## src/rtl/uart_pkg.sv

```systemverilog
`default_nettype none
// ============================================================================
// uart_pkg -- state encoding and baud constants shared by the UART TX and RX
// Rev 1.0
// ============================================================================
package uart_pkg;

    typedef enum logic [1:0] {
        IDLE  = 2'd0,
        START = 2'd1,
        DATA  = 2'd2,
        STOP  = 2'd3
    } uart_state_t;

    localparam int CLKS_9600_50MHZ   = 5208;
    localparam int CLKS_115200_50MHZ = 434;

endpackage
`default_nettype wire

```

## src/rtl/uart_tx_fifo.sv

```systemverilog
`default_nettype none
// ============================================================================
// uart_tx_fifo -- synchronous power-of-two FIFO buffering bytes for uart_tx
// Rev 1.0
// ============================================================================
module uart_tx_fifo #(
    parameter int DEPTH = 4,
    parameter int WIDTH = 8
) (
    input  logic                     clk,
    input  logic                     rst_n,
    input  logic                     push,
    input  logic                     pop,
    input  logic [WIDTH-1:0]         din,
    output logic [WIDTH-1:0]         dout,
    output logic [$clog2(DEPTH):0]   count,
    output logic                     full,
    output logic                     empty
);
    localparam int            AW         = $clog2(DEPTH);
    localparam logic [AW:0]   FULL_COUNT = (AW+1)'(DEPTH);

    logic [WIDTH-1:0] mem [DEPTH];
    logic [AW-1:0]    wr_ptr;
    logic [AW-1:0]    rd_ptr;
    logic             do_push;
    logic             do_pop;

    // Full/empty come from the registered count, so a pop in the same cycle
    // never opens room for a push.
    assign full    = (count == FULL_COUNT);
    assign empty   = (count == '0);
    assign do_push = push && !full;
    assign do_pop  = pop && !empty;
    assign dout    = mem[rd_ptr];

    always_ff @(posedge clk) begin
        if (rst_n && do_push) begin
            mem[wr_ptr] <= din;
        end
    end

    always_ff @(posedge clk) begin
        if (!rst_n) begin
            wr_ptr <= '0;
            rd_ptr <= '0;
            count  <= '0;
        end else begin
            if (do_push) wr_ptr <= wr_ptr + 1'b1;
            if (do_pop)  rd_ptr <= rd_ptr + 1'b1;
            case ({do_push, do_pop})
                2'b10:   count <= count + 1'b1;
                2'b01:   count <= count - 1'b1;
                default: count <= count;
            endcase
        end
    end

endmodule
`default_nettype wire

```

## src/rtl/uart_tx.sv

```systemverilog
`default_nettype none
// ============================================================================
// uart_tx -- buffered 8N1/8N2 UART transmitter with registered serial output
// Rev 1.0
// ============================================================================
module uart_tx
    import uart_pkg::*;
#(
    parameter int CLKS_PER_BIT = CLKS_9600_50MHZ,
    parameter int STOP_BITS    = 1,
    parameter int FIFO_DEPTH   = 4
) (
    input  logic                          clk,
    input  logic                          rst_n,
    input  logic [7:0]                    txData,
    input  logic                          txValid,
    output logic                          txReady,
    output logic                          TX,
    output logic                          busy,
    output logic [$clog2(FIFO_DEPTH):0]   fifoCount
);
    localparam logic [15:0] BAUD_LAST = 16'(CLKS_PER_BIT - 1);
    localparam logic [2:0]  STOP_LAST = 3'(STOP_BITS - 1);

    uart_state_t state, state_nx;
    logic [15:0] baud, baud_nx;
    logic [2:0]  bit_cnt, bit_nx;
    logic [7:0]  shift, shift_nx;
    logic [7:0]  head;
    logic        tx_nx;
    logic        push;
    logic        pop;
    logic        full;
    logic        empty;
    logic        baud_tick;

    assign txReady   = !full;
    assign push      = txValid && txReady;
    assign baud_tick = (baud == BAUD_LAST);

    uart_tx_fifo #(
        .DEPTH (FIFO_DEPTH),
        .WIDTH (8)
    ) u_fifo (
        .clk   (clk),
        .rst_n (rst_n),
        .push  (push),
        .pop   (pop),
        .din   (txData),
        .dout  (head),
        .count (fifoCount),
        .full  (full),
        .empty (empty)
    );

    always_comb begin
        state_nx = state;
        baud_nx  = baud;
        bit_nx   = bit_cnt;
        shift_nx = shift;
        pop      = 1'b0;
        tx_nx    = 1'b1;
        case (state)
            IDLE: begin
                if (!empty) begin
                    pop      = 1'b1;
                    shift_nx = head;
                    baud_nx  = '0;
                    bit_nx   = '0;
                    state_nx = START;
                end
            end
            START: begin
                tx_nx = 1'b0;
                if (baud_tick) begin
                    baud_nx  = '0;
                    state_nx = DATA;
                end else begin
                    baud_nx = baud + 16'd1;
                end
            end
            DATA: begin
                tx_nx = shift[0];
                if (baud_tick) begin
                    baud_nx  = '0;
                    shift_nx = {1'b0, shift[7:1]};
                    bit_nx   = bit_cnt + 3'd1;
                    if (bit_cnt == 3'd7) state_nx = STOP;
                end else begin
                    baud_nx = baud + 16'd1;
                end
            end
            STOP: begin
                // bit_cnt wrapped to 0 leaving DATA and now counts stop bits
                if (baud_tick) begin
                    baud_nx = '0;
                    if (bit_cnt == STOP_LAST) begin
                        bit_nx = '0;
                        if (!empty) begin
                            pop      = 1'b1;
                            shift_nx = head;
                            state_nx = START;
                        end else begin
                            state_nx = IDLE;
                        end
                    end else begin
                        bit_nx = bit_cnt + 3'd1;
                    end
                end else begin
                    baud_nx = baud + 16'd1;
                end
            end
            default: state_nx = IDLE;
        endcase
    end

    // TX and busy are registered from the current state, so both trail the
    // state register by one clock and stay aligned with each other.
    always_ff @(posedge clk) begin
        if (!rst_n) begin
            state   <= IDLE;
            baud    <= '0;
            bit_cnt <= '0;
            shift   <= '0;
            TX      <= 1'b1;
            busy    <= 1'b0;
        end else begin
            state   <= state_nx;
            baud    <= baud_nx;
            bit_cnt <= bit_nx;
            shift   <= shift_nx;
            TX      <= tx_nx;
            busy    <= (state != IDLE) || !empty;
        end
    end

endmodule
`default_nettype wire

```

## config.mk

```make
export PLATFORM = sky130hd
export DESIGN_NAME = uart_tx
export DESIGN_NICKNAME = d
export VERILOG_FILES = /design/src/rtl/uart_pkg.sv /design/src/rtl/uart_tx_fifo.sv /design/src/rtl/uart_tx.sv
export SDC_FILE = /design/constraint.sdc
export NUM_CORES = 1
export LEC_CHECK = 0
export BUFFER_PORTS_ARGS = -buffer_cell sky130_fd_sc_hd__buf_2
export CORE_ASPECT_RATIO = 0.8
export CORE_MARGIN = 1.5
export CORE_UTILIZATION = 30
export CTS_CLUSTER_DIAMETER = 30
export DETAILED_ROUTE_END_ITERATION = 16
export HOLD_SLACK_MARGIN = 0.05
export PLACE_DENSITY = 0.42
export SKIP_LAST_GASP = 1
export SLEW_MARGIN = 20
export SYNTH_ARGS = -nofsm -noshare
export SYNTH_HDL_FRONTEND = slang
export SYNTH_SLANG_ARGS = --single-unit
```

## constraint.sdc

```tcl
create_clock -name clk -period 6.06 [get_ports clk]
set_input_delay 1.212 -clock clk [delete_from_list [all_inputs] [get_ports clk]]
set_output_delay 1.212 -clock clk [all_outputs]
set_load 0.05 [all_outputs]
```

==> metrics.yaml <==
outcome: "finished clean"
first_iter_violations: 73
dr.pass1.iters: 4
postPlaceCellArea_um2: 3570
synth_edf_count: 32
grt_pass1_wl_mm: 11.2
top_layer: "met4"
route.met3.wl_um: 229
wl_met1_mm: 3.43
synth_area_leaders: "edfxtp_1, dfxtp_1, ha_1"
fin_skew_ns: 0.00530
cts_tree: "built"
timing.final.crit_share: 0.463
wirelength_mm: 6.64
routabilityCongestion: 0.710
worstPathCellList: "or4_1 -> nor4_4 -> a22o_1 -> ha_1 -> fa_1 -> xnor2_1 -> or3_1 -> a21boi_0"
crit_type: "reg2reg"
final_nets: 338
cts.sinks: 72
critPathRequiredTime_ns: 6.32
peakVddDrop_v: 0.000137
slew_viol_final: 0
netlist_instances: 296
wl_met2_mm: 2.87
fin_crit_ns: 2.80
drcViolationCount: 0
syn_area_um2: 3340
cp_max_fo: 9
cts_root_buf: "clkbuf_16"
cp_data_arrival_time_ns: 3.06
rrSetupSlack_ns: 3.26
rsz0062_at_grt: "false"
n_antenna_cell: 0
port_buffers: 16
avgRoutedWirePerCell_um: 14.4
crit_path_end_kind: "register"
tightest_slew_ns: 0.925
post_cts.repair.setup_buffers: 0
fin_tns_setup_ns: 0
cts_resized: 0
final_cells: 460
h-tree-depth: 3
hold_viol: 0
ant_nets: 0
start_util: 0.308
num_rows: 34
cap_viol_max_count: 0
clock_latency_ns: 0.33
start_kind: "register"
yosysMostFrequentCell: "dfxtp_1"
cpPeakStageDelay_ns: 0.59
synth_common_cells: "dfxtp_1, nand2_1, edfxtp_1"
die_h_um: 97.4
first_global_vias: 2230
power.density_nw_per_um2: 462
stdcell_area_um2: 3850
max_slew_margin: 0.378
critPathSlowestCell: "nor4_4"
chipWidth_um: 121
via_count: 2229
viasPerCell: 4.85
antenna_found_initial: 0
critPathBufInv: 0
grt_overflow: 0
cp_top_family: "simple AND/OR/NAND/NOR gates"
io_pins: 17
die-area_um2: 11800
hold_path.class: "reg2reg"
clk_pin_slew_ns: 0.06
timing.fmax_mhz: 357
ys_seq_elements: 72
syn_avg_cell_area_um2: 11.3
yosysTopAreaCell: "edfxtp_1"
clock_path_buffers: 2
power_mw: 1.78
synth_async_sr_flop_share: 0
dp.cells: 444
synth_fp_nets: 323
p_leak_nw: 1.39
core_area_um2: 10800
synth_cell_type_count: 41
grt_max_degree: 45
grtUsageTotal: 0.125
dp_hpwl_mm: 4.40
areaGrowthSynthToFinish_pct: 15.2
cts_buffers: 9
ys_warn_count: 0
ys_seq_area_frac: 0.527
setup_viol: 0
holdBufCountCts: 0
ys.flop_type: "dfxtp_1"
synth_top_cell_area_share: 0.288
drive_above_1_share: 0.158
[worst paths after layout]
path	startpoint	depth (start not counted)	endpoint
max	baud[13]	8	u_fifo.count[2]
min	shift[1]	2	shift[1]
max reg2reg	baud[13]	8	u_fifo.count[2]
min reg2reg	shift[1]	2	shift[1]
[final cells by class]
class / instances / area, um^2
clock buffer: 11 / 233
clock inverter: 5 / 48.8
fill: 1102 / 7000
inverter: 13 / 48.8
multi-input combinational: 198 / 1490
sequential: 72 / 1760
tap: 144 / 180
timing repair buffer: 17 / 87.6
[routing by layer]
layer / GRT usage / vias up
li1: - / 1101
met1: 0.168 / 1087
met2: 0.184 / 33
met3: 0.0399 / 8
met4: 0.0525 / 0
met5: 0 / -
[metrics by stage]
stage	setup slack, ns	hold WS (ns)	util
floorplan	3.15	0.430	-
global placement	3.18	0.446	0.328
detailed placement	3.17	0.452	0.329
CTS	3.26	0.460	0.355
global route	3.06	0.474	0.355
finish	3.26	0.459	0.355
[worst register-to-register path, stage by stage, from the launching register on]
cell      delay (ns)
dfxtp_1         0.35
or4_1           0.58
nor4_4          0.59
a22o_1          0.27
ha_1            0.21
fa_1            0.19
xnor2_1         0.08
or3_1           0.30
a21boi_0        0.16
[logic make-up (layout without fill, tap and decap cells)]
kind of cell | after synthesis | in the layout | share of synthesized area
buf+inv | 26 | 46 | 0.0300
simple gates | 103 | 103 | 0.164
xor+xnor | 5 | 5 | 0.0131
fa+ha+maj | 16 | 16 | 0.0621
compound gates | 42 | 42 | 0.0749
flops | 72 | 72 | 0.527
mux | 32 | 32 | 0.128
[flip-flops by register name (all words and copies together) (netlist names), named ones only]
signal,count
bit_cnt,3
TX,1
u_fifo.rd_ptr,2
baud,16
u_fifo.mem,32
shift,8
u_fifo.count,3
u_fifo.wr_ptr,2
state,2
busy,1
[placed cells by master (no fill, tap or decap), types with 4 or more instances in the layout]
cell type,Yosys,routed
a21boi_0,4,4
a21oi_1,15,15
a31oi_1,5,5
and2_1,4,4
and3_1,6,6
buf_2,2,16
clkbuf_16,0,9
dfxtp_1,40,40
edfxtp_1,32,32
ha_1,15,15
inv_1,13,13
mux2_2,7,7
mux2i_1,17,17
mux4_2,8,8
nand2_1,35,35
nand2b_1,6,6
nand3_1,15,15
nand4_1,5,5
nor2_1,8,8
nor3_1,5,5
o21ai_0,11,11
xnor2_1,5,5
[where the power goes]
| group | switching (mW) | internal, mW | total [mW] |
|---|---|---|---|
| sequential | 0.0749 | 0.589 | 0.664 |
| combinational | 0.344 | 0.264 | 0.607 |
| clock | 0.193 | 0.315 | 0.508 |
Note: power is estimated with default switching activity, not from simulation.
